===== config.mk =====
export PLATFORM = sky130hd
export DESIGN_NAME = tape_io_dev
export DESIGN_NICKNAME = d
export VERILOG_FILES = /design/src/rtl/tape_io_pkg.sv /design/src/rtl/char_fifo.sv /design/src/rtl/tape_io_dev.sv
export SDC_FILE = /design/constraint.sdc
export NUM_CORES = 1
export LEC_CHECK = 0
export ABC_CLOCK_PERIOD_IN_PS = 3390
export BUFFER_PORTS_ARGS = -buffer_cell sky130_fd_sc_hd__buf_2
export CORE_ASPECT_RATIO = 0.5
export CORE_MARGIN = 2
export CORE_UTILIZATION = 50
export CTS_CLUSTER_DIAMETER = 120
export DETAILED_ROUTE_END_ITERATION = 7
export HOLD_SLACK_MARGIN = 0.08
export PLACE_DENSITY = 0.67
export RECOVER_POWER = 25
export SLEW_MARGIN = 20
export SYNTH_ARGS = -nofsm -noshare
export SYNTH_HDL_FRONTEND = slang
export SYNTH_SLANG_ARGS = --single-unit
export TNS_END_PERCENT = 5

===== constraint.sdc =====
create_clock -name clk -period 3.39 [get_ports clk]
set_input_delay 0.339 -clock clk [delete_from_list [all_inputs] [get_ports clk]]
set_output_delay 0.339 -clock clk [all_outputs]
set_load 0.02 [all_outputs]

===== src/rtl/tape_io_pkg.sv =====
// Shared character width and FSM state encodings for the tape reader/punch device model.
package tape_io_pkg;

    localparam int CHAR_W = 5;

    typedef enum logic {
        R_IDLE,
        R_FEED
    } reader_state_e;

    typedef enum logic [1:0] {
        P_IDLE,
        P_BUSY,
        P_RELEASE
    } punch_state_e;

endpackage


===== src/rtl/char_fifo.sv =====
// Registered-output character FIFO used for both the reader preload queue and the punch output queue.
module char_fifo #(
    parameter int DEPTH = 16,
    parameter int WIDTH = 5
) (
    input  logic                   clk,
    input  logic                   reset,
    input  logic                   push_i,
    input  logic [WIDTH-1:0]       data_i,
    input  logic                   pop_i,
    output logic [WIDTH-1:0]       data_o,
    output logic                   full_o,
    output logic                   empty_o,
    output logic [$clog2(DEPTH):0] count_o
);

    localparam int AW = $clog2(DEPTH);
    localparam logic [AW:0] FULL_COUNT = (AW + 1)'(DEPTH);

    logic [WIDTH-1:0] mem_q [DEPTH];
    logic [AW-1:0]    wrPtr_q;
    logic [AW-1:0]    rdPtr_q;
    logic [AW:0]      count_q;
    logic [AW:0]      count_d;
    logic             doPush;
    logic             doPop;

    // A push into a full FIFO is still accepted when the same cycle pops, freeing the slot first.
    assign doPop  = pop_i && (count_q != '0);
    assign doPush = push_i && ((count_q != FULL_COUNT) || doPop);

    always_comb begin
        count_d = count_q;
        if (doPush && !doPop) begin
            count_d = count_q + (AW + 1)'(1);
        end else if (doPop && !doPush) begin
            count_d = count_q - (AW + 1)'(1);
        end
    end

    always_ff @(posedge clk) begin
        if (reset) begin
            wrPtr_q <= '0;
            rdPtr_q <= '0;
            count_q <= '0;
        end else begin
            if (doPush) begin
                wrPtr_q <= wrPtr_q + AW'(1);
            end
            if (doPop) begin
                rdPtr_q <= rdPtr_q + AW'(1);
            end
            count_q <= count_d;
        end
    end

    always_ff @(posedge clk) begin
        if (doPush) begin
            mem_q[wrPtr_q] <= data_i;
        end
    end

    assign data_o  = mem_q[rdPtr_q];
    assign full_o  = (count_q == FULL_COUNT);
    assign empty_o = (count_q == '0);
    assign count_o = count_q;

endmodule


===== src/rtl/tape_io_dev.sv =====
// Device-side tape reader and tape punch with host-facing FIFOs and mechanical character-time delays.
module tape_io_dev
    import tape_io_pkg::*;
#(
    parameter int DEPTH       = 16,
    parameter int CHAR_DELAY  = 4,
    parameter int PUNCH_DELAY = 4
) (
    input  logic                   clk,
    input  logic                   reset,
    input  logic                   dev_input_rdy,
    output logic                   dev_input_val,
    output logic [CHAR_W-1:0]      dev_input_data,
    input  logic                   dev_output_rdy,
    input  logic [CHAR_W-1:0]      dev_output_data,
    output logic                   dev_output_ack,
    input  logic                   host_wr_en,
    input  logic [CHAR_W-1:0]      host_wr_data,
    output logic                   host_full,
    input  logic                   host_rd_en,
    output logic [CHAR_W-1:0]      host_rd_data,
    output logic                   host_empty,
    output logic [$clog2(DEPTH):0] rd_count
);

    localparam int RC_W = $clog2(CHAR_DELAY + 1);
    localparam int PC_W = $clog2(PUNCH_DELAY + 1);

    reader_state_e     readerState_q;
    reader_state_e     readerState_d;
    logic [RC_W-1:0]   readerCnt_q;
    logic [RC_W-1:0]   readerCnt_d;
    logic              val_q;
    logic              val_d;
    logic [CHAR_W-1:0] inData_q;
    logic [CHAR_W-1:0] inData_d;
    logic              readerPop;
    logic [CHAR_W-1:0] readerHead;
    logic              readerEmpty;

    punch_state_e      punchState_q;
    punch_state_e      punchState_d;
    logic [PC_W-1:0]   punchCnt_q;
    logic [PC_W-1:0]   punchCnt_d;
    logic              ack_q;
    logic              ack_d;
    logic              punchPush;
    logic              punchFull;

    char_fifo #(
        .DEPTH (DEPTH),
        .WIDTH (CHAR_W)
    ) u_reader_fifo (
        .clk     (clk),
        .reset   (reset),
        .push_i  (host_wr_en),
        .data_i  (host_wr_data),
        .pop_i   (readerPop),
        .data_o  (readerHead),
        .full_o  (host_full),
        .empty_o (readerEmpty),
        .count_o (rd_count)
    );

    char_fifo #(
        .DEPTH (DEPTH),
        .WIDTH (CHAR_W)
    ) u_punch_fifo (
        .clk     (clk),
        .reset   (reset),
        .push_i  (punchPush),
        .data_i  (dev_output_data),
        .pop_i   (host_rd_en),
        .data_o  (host_rd_data),
        .full_o  (punchFull),
        .empty_o (host_empty),
        .count_o ()
    );

    // val is registered, so it is decided one cycle ahead: when the counter is about to reach zero
    // (or already sits at zero waiting for rdy) and the core is requesting.
    always_comb begin
        readerState_d = readerState_q;
        readerCnt_d   = readerCnt_q;
        val_d         = 1'b0;
        inData_d      = inData_q;
        readerPop     = 1'b0;
        unique case (readerState_q)
            R_IDLE: begin
                if (dev_input_rdy && !readerEmpty) begin
                    readerPop     = 1'b1;
                    inData_d      = readerHead;
                    readerCnt_d   = RC_W'(CHAR_DELAY - 1);
                    val_d         = (CHAR_DELAY == 1);
                    readerState_d = R_FEED;
                end
            end
            R_FEED: begin
                if (val_q) begin
                    readerState_d = R_IDLE;
                end else begin
                    if (readerCnt_q != '0) begin
                        readerCnt_d = readerCnt_q - RC_W'(1);
                    end
                    if (dev_input_rdy && (readerCnt_q <= RC_W'(1))) begin
                        val_d = 1'b1;
                    end
                end
            end
            default: readerState_d = R_IDLE;
        endcase
    end

    always_comb begin
        punchState_d = punchState_q;
        punchCnt_d   = punchCnt_q;
        ack_d        = 1'b0;
        punchPush    = 1'b0;
        unique case (punchState_q)
            P_IDLE: begin
                if (dev_output_rdy && !punchFull) begin
                    punchPush    = 1'b1;
                    punchCnt_d   = PC_W'(PUNCH_DELAY - 1);
                    ack_d        = (PUNCH_DELAY == 1);
                    punchState_d = P_BUSY;
                end
            end
            P_BUSY: begin
                if (ack_q) begin
                    punchState_d = P_RELEASE;
                end else begin
                    if (punchCnt_q != '0) begin
                        punchCnt_d = punchCnt_q - PC_W'(1);
                    end
                    if (punchCnt_q <= PC_W'(1)) begin
                        ack_d = 1'b1;
                    end
                end
            end
            P_RELEASE: begin
                if (!dev_output_rdy) begin
                    punchState_d = P_IDLE;
                end
            end
            default: punchState_d = P_IDLE;
        endcase
    end

    always_ff @(posedge clk) begin
        if (reset) begin
            readerState_q <= R_IDLE;
            readerCnt_q   <= '0;
            val_q         <= 1'b0;
            inData_q      <= '0;
            punchState_q  <= P_IDLE;
            punchCnt_q    <= '0;
            ack_q         <= 1'b0;
        end else begin
            readerState_q <= readerState_d;
            readerCnt_q   <= readerCnt_d;
            val_q         <= val_d;
            inData_q      <= inData_d;
            punchState_q  <= punchState_d;
            punchCnt_q    <= punchCnt_d;
            ack_q         <= ack_d;
        end
    end

    assign dev_input_val  = val_q;
    assign dev_input_data = inData_q;
    assign dev_output_ack = ack_q;

endmodule


# [Word-level counts from Yosys, hierarchy flattened]
# Memories as Yosys holds them, arrays and structs flattened. A register that Yosys moved wholly into a read port is not among the register bits.
# Cells that the tools add are included.
[word_totals] word_cells=108 reg_bits=37 out_inout_bits=19 n_memories=2 ram_bits=160
[op_classes] eq_ne=14 order_cmp=2 reduce_logical=34 bitwise=2 mux=32 add_sub_neg=10
[memory_table] memory="u_punch_fifo.mem_q" words=16 width=5 read_ports=1 rd_clocked_by_memory_dff=1 wr=1 line_no="char_fifo.sv:20" source="logic [WIDTH-1:0] mem_q [DEPTH];"
[memory_table] memory="u_reader_fifo.mem_q" words=16 width=5 read_ports=1 rd_clocked_by_memory_dff=1 wr=1 line_no="char_fifo.sv:20"
[ops] cell="2-to-1 mux 5 bit" count=4
[ops] cell="2-to-1 mux 3 bit" count=6
[ops] cell="adder 4 x 1 -> 4 bit, second input constant" count=4
[ops] cell="inequality test 2 bit, second input constant" count=7
[ops] cell="2-to-1 mux 1 bit" count=12
[ops] cell="one-hot mux 3 bit (2 select lines)" count=2
[ops] cell="logical AND 1 bit" count=11
[ops] cell="adder 5 x 1 -> 5 bit, second input constant" count=2
[ops] cell="equality test 5 bit, second input constant" count=2
[ops] cell="zero test 5 bit" count=2
[ops] cell="inequality test 5 bit, second input constant" count=2
[ops] cell="nonzero test 5 bit" count=2
[ops] cell="subtractor 5 x 1 -> 5 bit, second input constant" count=2
[ops] cell="2-to-1 mux 4 bit" count=2
[ops] cell="less-or-equal comparator 3 x 1 -> 1 bit, second input constant" count=2
[ops] cell="zero test 1 bit" count=6
[ops] cell="2-to-1 mux 2 bit" count=3
[ops] cell="one-hot mux 2 bit (3 select lines)" count=1
[ops] cell="AND reduction 3 bit" count=2
[ops] cell="nonzero test 2 bit" count=3
[ops] cell="nonzero test 3 bit" count=2
[ops] cell="subtractor 3 x 1 -> 3 bit, second input constant" count=2
[ops] cell="one-hot mux 1 bit (2 select lines)" count=2
[ops] cell="AND reduction 4 bit" count=1
[ops] cell="8 further kinds" count=10

# [Logic depth before layout (Yosys ltp)]
[logic_depth] depth_word=12 ltp_mapped=11

# [Hierarchy]
# A second synthesis with hierarchy kept.
[unflattened] cells_unflattened=551 area_unflattened_um2=8765.9
[by_module_without_submodules] module="char_fifo at u_punch_fifo" area_each_um2=4002.6 seq_area_each_um2=2742.6 n_inst=1 cells_each=239
[by_module_without_submodules] module="char_fifo at u_reader_fifo" area_each_um2=3990.1 seq_area_each_um2=2742.6 n_inst=1 cells_each=234
[by_module_without_submodules] module="tape_io_dev" area_each_um2=773.2 seq_area_each_um2=320.3 n_inst=1 cells_each=78

# [Least setup slack after synthesis]
# OpenSTA, ideal clock, no wires.
[synth_path] path_type="flip-flop to flip-flop" startpoint="register u_punch_fifo.count_q[0], in the netlist u_punch_fifo.count_o[0]" endpoint="register u_punch_fifo.count_q[4], in the netlist u_punch_fifo.count_o[4]" setup_time_ns=0.121 setup_slack_ns=0.746 t_arrival_ns=2.524 required_time_ns=3.269 stages_incl_launch_ff=11 cell_sequence="dfxtp_1 nor4_4 a21boi_0 inv_1 ha_1 inv_1 ha_1 a21o_1 a21oi_1 mux2i_1 mux2_2"
[synth_via] elab_chain_len=9
[synth_rtl] item="from (decl)" line_no="char_fifo.sv:23" source="logic [AW:0] count_q;"
[synth_rtl] item="from (signal assigned)" line_no="char_fifo.sv:53" source="count_q <= count_d;"
[synth_rtl] item="equality test 5 bit" line_no="char_fifo.sv:64" source="assign full_o = (count_q == FULL_COUNT);"
[synth_rtl] item="zero test 1 bit" line_no="tape_io_dev.sv:121" source="if (dev_output_rdy && !punchFull) begin"
[synth_rtl] item="logical AND 1 bit" line_no="tape_io_dev.sv:121"
[synth_rtl] item="2-to-1 mux 1 bit" line_no="tape_io_dev.sv:121"
[synth_rtl] item="2-to-1 mux 1 bit" line_no="tape_io_dev.sv:119" source="unique case (punchState_q)"
[synth_rtl] item="logical AND 1 bit" line_no="char_fifo.sv:30" source="assign doPush = push_i && ((count_q != FULL_COUNT) || doPop);"
[synth_rtl] item="zero test 1 bit" line_no="char_fifo.sv:36" source="end else if (doPop && !doPush) begin"
[synth_rtl] item="logical AND 1 bit" line_no="char_fifo.sv:36"
[synth_rtl] item="nonzero test 2 bit (no source line)"
# Several ways; a longest one is shown, not always the timed one. The select of a mux whose other input is x is not followed.
# A chain may end at the register's enable or synchronous reset.

# [Worst setup path after layout]
[layout_path] startpoint="register u_reader_fifo.count_q[0], in the netlist u_reader_fifo.count_o[0]" endpoint="register u_reader_fifo.count_q[4], in the netlist u_reader_fifo.count_o[4]"
[layout_via] elab_chain_len=11
[layout_rtl] item="from (decl)" line_no="char_fifo.sv:23"
[layout_rtl] item="from (signal assigned)" line_no="char_fifo.sv:53"
[layout_rtl] item="zero test 5 bit" line_no="char_fifo.sv:65" source="assign empty_o = (count_q == '0);"
[layout_rtl] item="zero test 1 bit" line_no="tape_io_dev.sv:90" source="if (dev_input_rdy && !readerEmpty) begin"
[layout_rtl] item="logical AND 1 bit" line_no="tape_io_dev.sv:90"
[layout_rtl] item="2-to-1 mux 1 bit" line_no="tape_io_dev.sv:90"
[layout_rtl] item="2-to-1 mux 1 bit" line_no="tape_io_dev.sv:88" source="unique case (readerState_q)"
[layout_rtl] item="logical AND 1 bit" line_no="char_fifo.sv:29" source="assign doPop = pop_i && (count_q != '0);"
[layout_rtl] item="logical OR 1 bit" line_no="char_fifo.sv:30"
[layout_rtl] item="logical AND 1 bit" line_no="char_fifo.sv:30"
[layout_rtl] item="zero test 1 bit" line_no="char_fifo.sv:36"
[layout_rtl] item="logical AND 1 bit" line_no="char_fifo.sv:36"
[layout_rtl] item="nonzero test 2 bit (no source line)"
# Several ways; a longest one is shown, not always the timed one. The select of a mux whose other input is x is not followed.

==> results summary <==
From bottom edge to top edge, the die measures slightly below 100 um. The number of vias per cell is 5.40. Data on the critical path is required at its endpoint by roughly 3800 ps. The synthesized netlist devotes 1.95% of its cell area to XOR and XNOR gates. Setup total negative slack on the finished layout was measured at 0 ps. The count of buffers added on input and output ports is 34.

The worst setup slack after placement is 399 ps. In this run, synthesis inferred 160 flip-flops with an integrated enable. The slack of the critical path is between 400 and 500 ps. The total number of H-tree levels is 1. The part of the cycle the worst path needs is between 80 and 90%. The post-DP HPWL came out at 9.82 mm.

The path category of the worst min-delay check is input pin to flip-flop. The diode insertion count for antenna repair is 0. The part of the power in combinational logic is 23.9%. The setup skew after layout is 23.4 ps. The post-route DRC violation count came out at 0. The main combinational cell family by area after synthesis is multiplexers. The number of nets produced by synthesis came out at 590.

The overall global routing resource usage came out at 17.0%. The number of storage elements in the synthesis netlist came out at 206. The synthesized cell area came out at roughly 8600 um^2. CTS saw 206 sinks.

The worst setup path is captured at a flip-flop. The switching fraction of total power is 28.8%. The number of buffers created by CTS came out at 19. The share of power burned in registers is a little under half.

From synthesis to final layout, the design area changed by 10.8%. The number of buffers inserted for hold repair after clock tree synthesis is 0. Of the total synthesized cell area, the portion taken by AND, OR, NAND and NOR gates is 7.49%. The maximum clock frequency came out at 0.336 GHz.

The distinct cell type count of the synthesized netlist is 39. The TritonCTS clock tree is yes. Measured against its own limit, the worst slew margin works out to 39.8%. The total count of hold-check failures in the final report was 0.

The run finished with clean final reports. The number of global-route vias before repair came out at between 4000 and 5000. The multi-input combinational cells in the finished layout cover a total of roughly 2600 um^2.

Summed over all instances, the cell type with the most area after synthesis is sky130_fd_sc_hd__edfxtp_1. Per report_power, the clock group accounts for a little under a third of the total. The area fraction of the dominant cell type after synthesis is between 50% and 60%. The final-report setup violation count came out at 0. The count of pins over their slew limit is 0.

STA puts the critical path data arrival time at approximately 3400 ps. For this design the ratio of total power to cell area is 709 nW/um^2. The average size of a mapped cell came out at 15.6 um^2.

The number of filler instances in the final layout came out at between 1000 and 1500. The first-pass iteration count of the detailed router came out at 4. Measured in cells, the most critical reg-to-reg path has a length of 11. The static power due to leakage came out at 3.19 nW. The most common cell after layout, fill and taps aside is sky130_fd_sc_hd__edfxtp_1. The most used flip-flop cell after synthesis is sky130_fd_sc_hd__edfxtp_1. Sequential elements use 67.0% of the synthesized area. The die is 189 um wide. In the post-synthesis netlist, the biggest area contributors are sky130_fd_sc_hd__edfxtp_1 (56%), sky130_fd_sc_hd__dfxtp_1 (11%), sky130_fd_sc_hd__mux4_2 (5.5%), sky130_fd_sc_hd__mux4_1 (4.3%), sky130_fd_sc_hd__ha_1 (3.5%).

The setup path with the least slack is of type flip-flop to flip-flop. The largest net degree at the start of global routing is 45. The net count of the finished layout is 624. The worst setup path is launched from a flip-flop. The number of max-cap violations is 0. The initial antenna violation count is 0. The tree is rooted in a sky130_fd_sc_hd__clkbuf_16. The leftover overflow at the end of global routing is 0. The total internal power is about 0.0048 W. The number of nets still failing antenna checks after routing is 0. Buffers added to address setup during post-CTS repair amount to 0.

Dividing the detail-routed wire length by the instance count gives ~18 um. Measured against the total synthesized area, the mux share comes to about an eighth. The placeable core region came out at around 17000 um^2.

The clock transition at the registers of the reported paths is 70 ps. Counting instances, the worst hold path has a depth of 3. The weighted congestion reported at the end of routability-driven placement came out at 0.772. The maximum vdd ir drop is 0.349 mV. Once the clock tree was built, the resizer swapped 0 gates to a different size. The DRC violation total after the first TritonRoute iteration is ~210.

Counting every instance in the synthesized netlist gives 548. No sink is reached through more buffers than the 3 on the longest clock path. The total number of yosys warnings came out at 0. Once the floorplan was initialized, standard cells occupied 51.6% of the core. Summing the areas of all fa, ha and maj instances in the mapped netlist gives 3.98% of the synthesized area.

The first-pass GRT wire length is approximately 24 mm. The compound-gate portion of the synthesized area came out at 4.42%. The largest fanout on the critical path came out at 16. For this block, the via count after detailed routing is 4432. In the final layout, flip-flops and latches occupy 5730 um^2.

After floorplanning, the core was divided into 33 placement rows. The clock network latency to the later pin of the worst-skew pair came out at 490 ps. The net switching power is 0.00194 W. The total routed wirelength is ~15 mm. The die area is 18200 um^2. Cells with a size suffix above 1 make up about 14% of the layout. The library cells used most frequently in the layout, excluding fill and tap cells, are sky130_fd_sc_hd__edfxtp_1 (160), sky130_fd_sc_hd__nor2_1 (79), sky130_fd_sc_hd__dfxtp_1 (46).

Counting flops with an async set or reset pin after synthesis yields a share of 0%. Setup repair after global routing left no endpoint under its margin. The post-layout minimum cycle time came out at between 2000 and 3000 ps.

At the pin with the least slew margin, the transition time is around 900 ps. The total I/O pin count is 35.
==> through the flow <==
step | util, % | power [W] | area [um^2] | cells | hold slack (ps)
6_report | 57.2 | 0.00672 | 9470 | 821 | 143
4_1_cts | 57.3 | 0.00680 | 9480 | 821 | 125
5_1_grt | 57.2 | 0.00707 | 9470 | 821 | 150
2_1_floorplan | - | 0.00438 | 8550 | 548 | 413
3_5_place_dp | 53.8 | 0.00477 | 8900 | 788 | 424
3_3_place_gp | 53.8 | 0.00474 | 8900 | 788 | 427
==> Yosys cell counts (10+ instances only) <==
| master | instances |
|---|---|
| sky130_fd_sc_hd__a21oi_1 | 16 |
| sky130_fd_sc_hd__clkbuf_1 | 12 |
| sky130_fd_sc_hd__ha_1 | 24 |
| sky130_fd_sc_hd__o22ai_1 | 10 |
| sky130_fd_sc_hd__inv_1 | 19 |
| sky130_fd_sc_hd__mux4_2 | 21 |
| sky130_fd_sc_hd__mux2i_1 | 25 |
| sky130_fd_sc_hd__nor2_1 | 79 |
| sky130_fd_sc_hd__nor3_1 | 11 |
| sky130_fd_sc_hd__xor2_1 | 11 |
| sky130_fd_sc_hd__edfxtp_1 | 160 |
| sky130_fd_sc_hd__dfxtp_1 | 46 |
| sky130_fd_sc_hd__mux4_1 | 14 |
| sky130_fd_sc_hd__nand2_1 | 18 |
==> power groups by stage <==
| stage | logic [W] | registers (W) | clock network [W] |
|---|---|---|---|
| 2_1_floorplan | 0.00125 | 0.00313 | 0 |
| 3_3_place_gp | 0.00160 | 0.00314 | 0 |
| 3_5_place_dp | 0.00162 | 0.00315 | 0 |
| 4_1_cts | 0.00163 | 0.00310 | 0.00207 |
| 5_1_grt | 0.00177 | 0.00313 | 0.00218 |
| 6_report | 0.00160 | 0.00309 | 0.00202 |
==> critical path: stages, from the launching register on <==
cell and delay, ps:
sky130_fd_sc_hd__dfxtp_1 500, sky130_fd_sc_hd__nor4_4 110, sky130_fd_sc_hd__a21oi_2 580, sky130_fd_sc_hd__inv_1 160
sky130_fd_sc_hd__ha_1 260, sky130_fd_sc_hd__inv_1 140, sky130_fd_sc_hd__ha_1 280, sky130_fd_sc_hd__a21o_1 200
sky130_fd_sc_hd__a21oi_1 170, sky130_fd_sc_hd__xnor2_1 90, sky130_fd_sc_hd__or3_1 300, sky130_fd_sc_hd__a21oi_1 130
==> layer usage <==
layer	wire length [um]	GRT usage (%)
met1	6930	22.8
met2	7180	29.5
met3	648	3.25
met4	208	3.78
met5	0	0
==> cell type report <==
| type | instances | area share, % |
|---|---|---|
| tap | 227 | 3.00 |
| inverter | 19 | 0.753 |
| clock buffer | 24 | 5.32 |
| clock inverter | 9 | 0.793 |
| multi-input combinational | 299 | 27.7 |
| sequential | 206 | 60.4 |
| timing repair buffer | 37 | 1.94 |
==> state kept, by name, summed over array words and instances (netlist names), named ones only <==
register / flops
punchState_q: 2
u_punch_fifo.count_o: 5
readerCnt_q: 3
dev_input_data: 5
readerState_q: 1
u_punch_fifo.wrPtr_q: 4
u_reader_fifo.mem_q: 80
dev_output_ack: 1
punchCnt_q: 3
u_reader_fifo.rdPtr_q: 4
u_punch_fifo.rdPtr_q: 4
u_punch_fifo.mem_q: 80
u_reader_fifo.count_o: 5
dev_input_val: 1
u_reader_fifo.wrPtr_q: 4
==> worst paths after layout <==
kind,startpoint,endpoint,slack [ps]
max,u_reader_fifo.count_o[0]$_SDFFE_PP0P_,u_reader_fifo.count_o[4]$_SDFFE_PP0P_,420
min,dev_input_rdy,dev_input_val$_SDFF_PP0_,140
max reg2reg,u_reader_fifo.count_o[0]$_SDFFE_PP0P_,u_reader_fifo.count_o[4]$_SDFFE_PP0P_,420
min reg2reg,punchCnt_q[2]$_SDFFE_PP0P_,dev_output_ack$_SDFF_PP0_,430
==> cells by family (layout without fill, tap and decap cells) <==
group,after synthesis,after routing
xor+xnor,19,19
simple gates,138,138
flops,206,206
mux,61,61
fa+ha+maj,26,26
buf+inv,43,89
compound gates,55,55
Note: power is estimated with default switching activity, not from simulation.
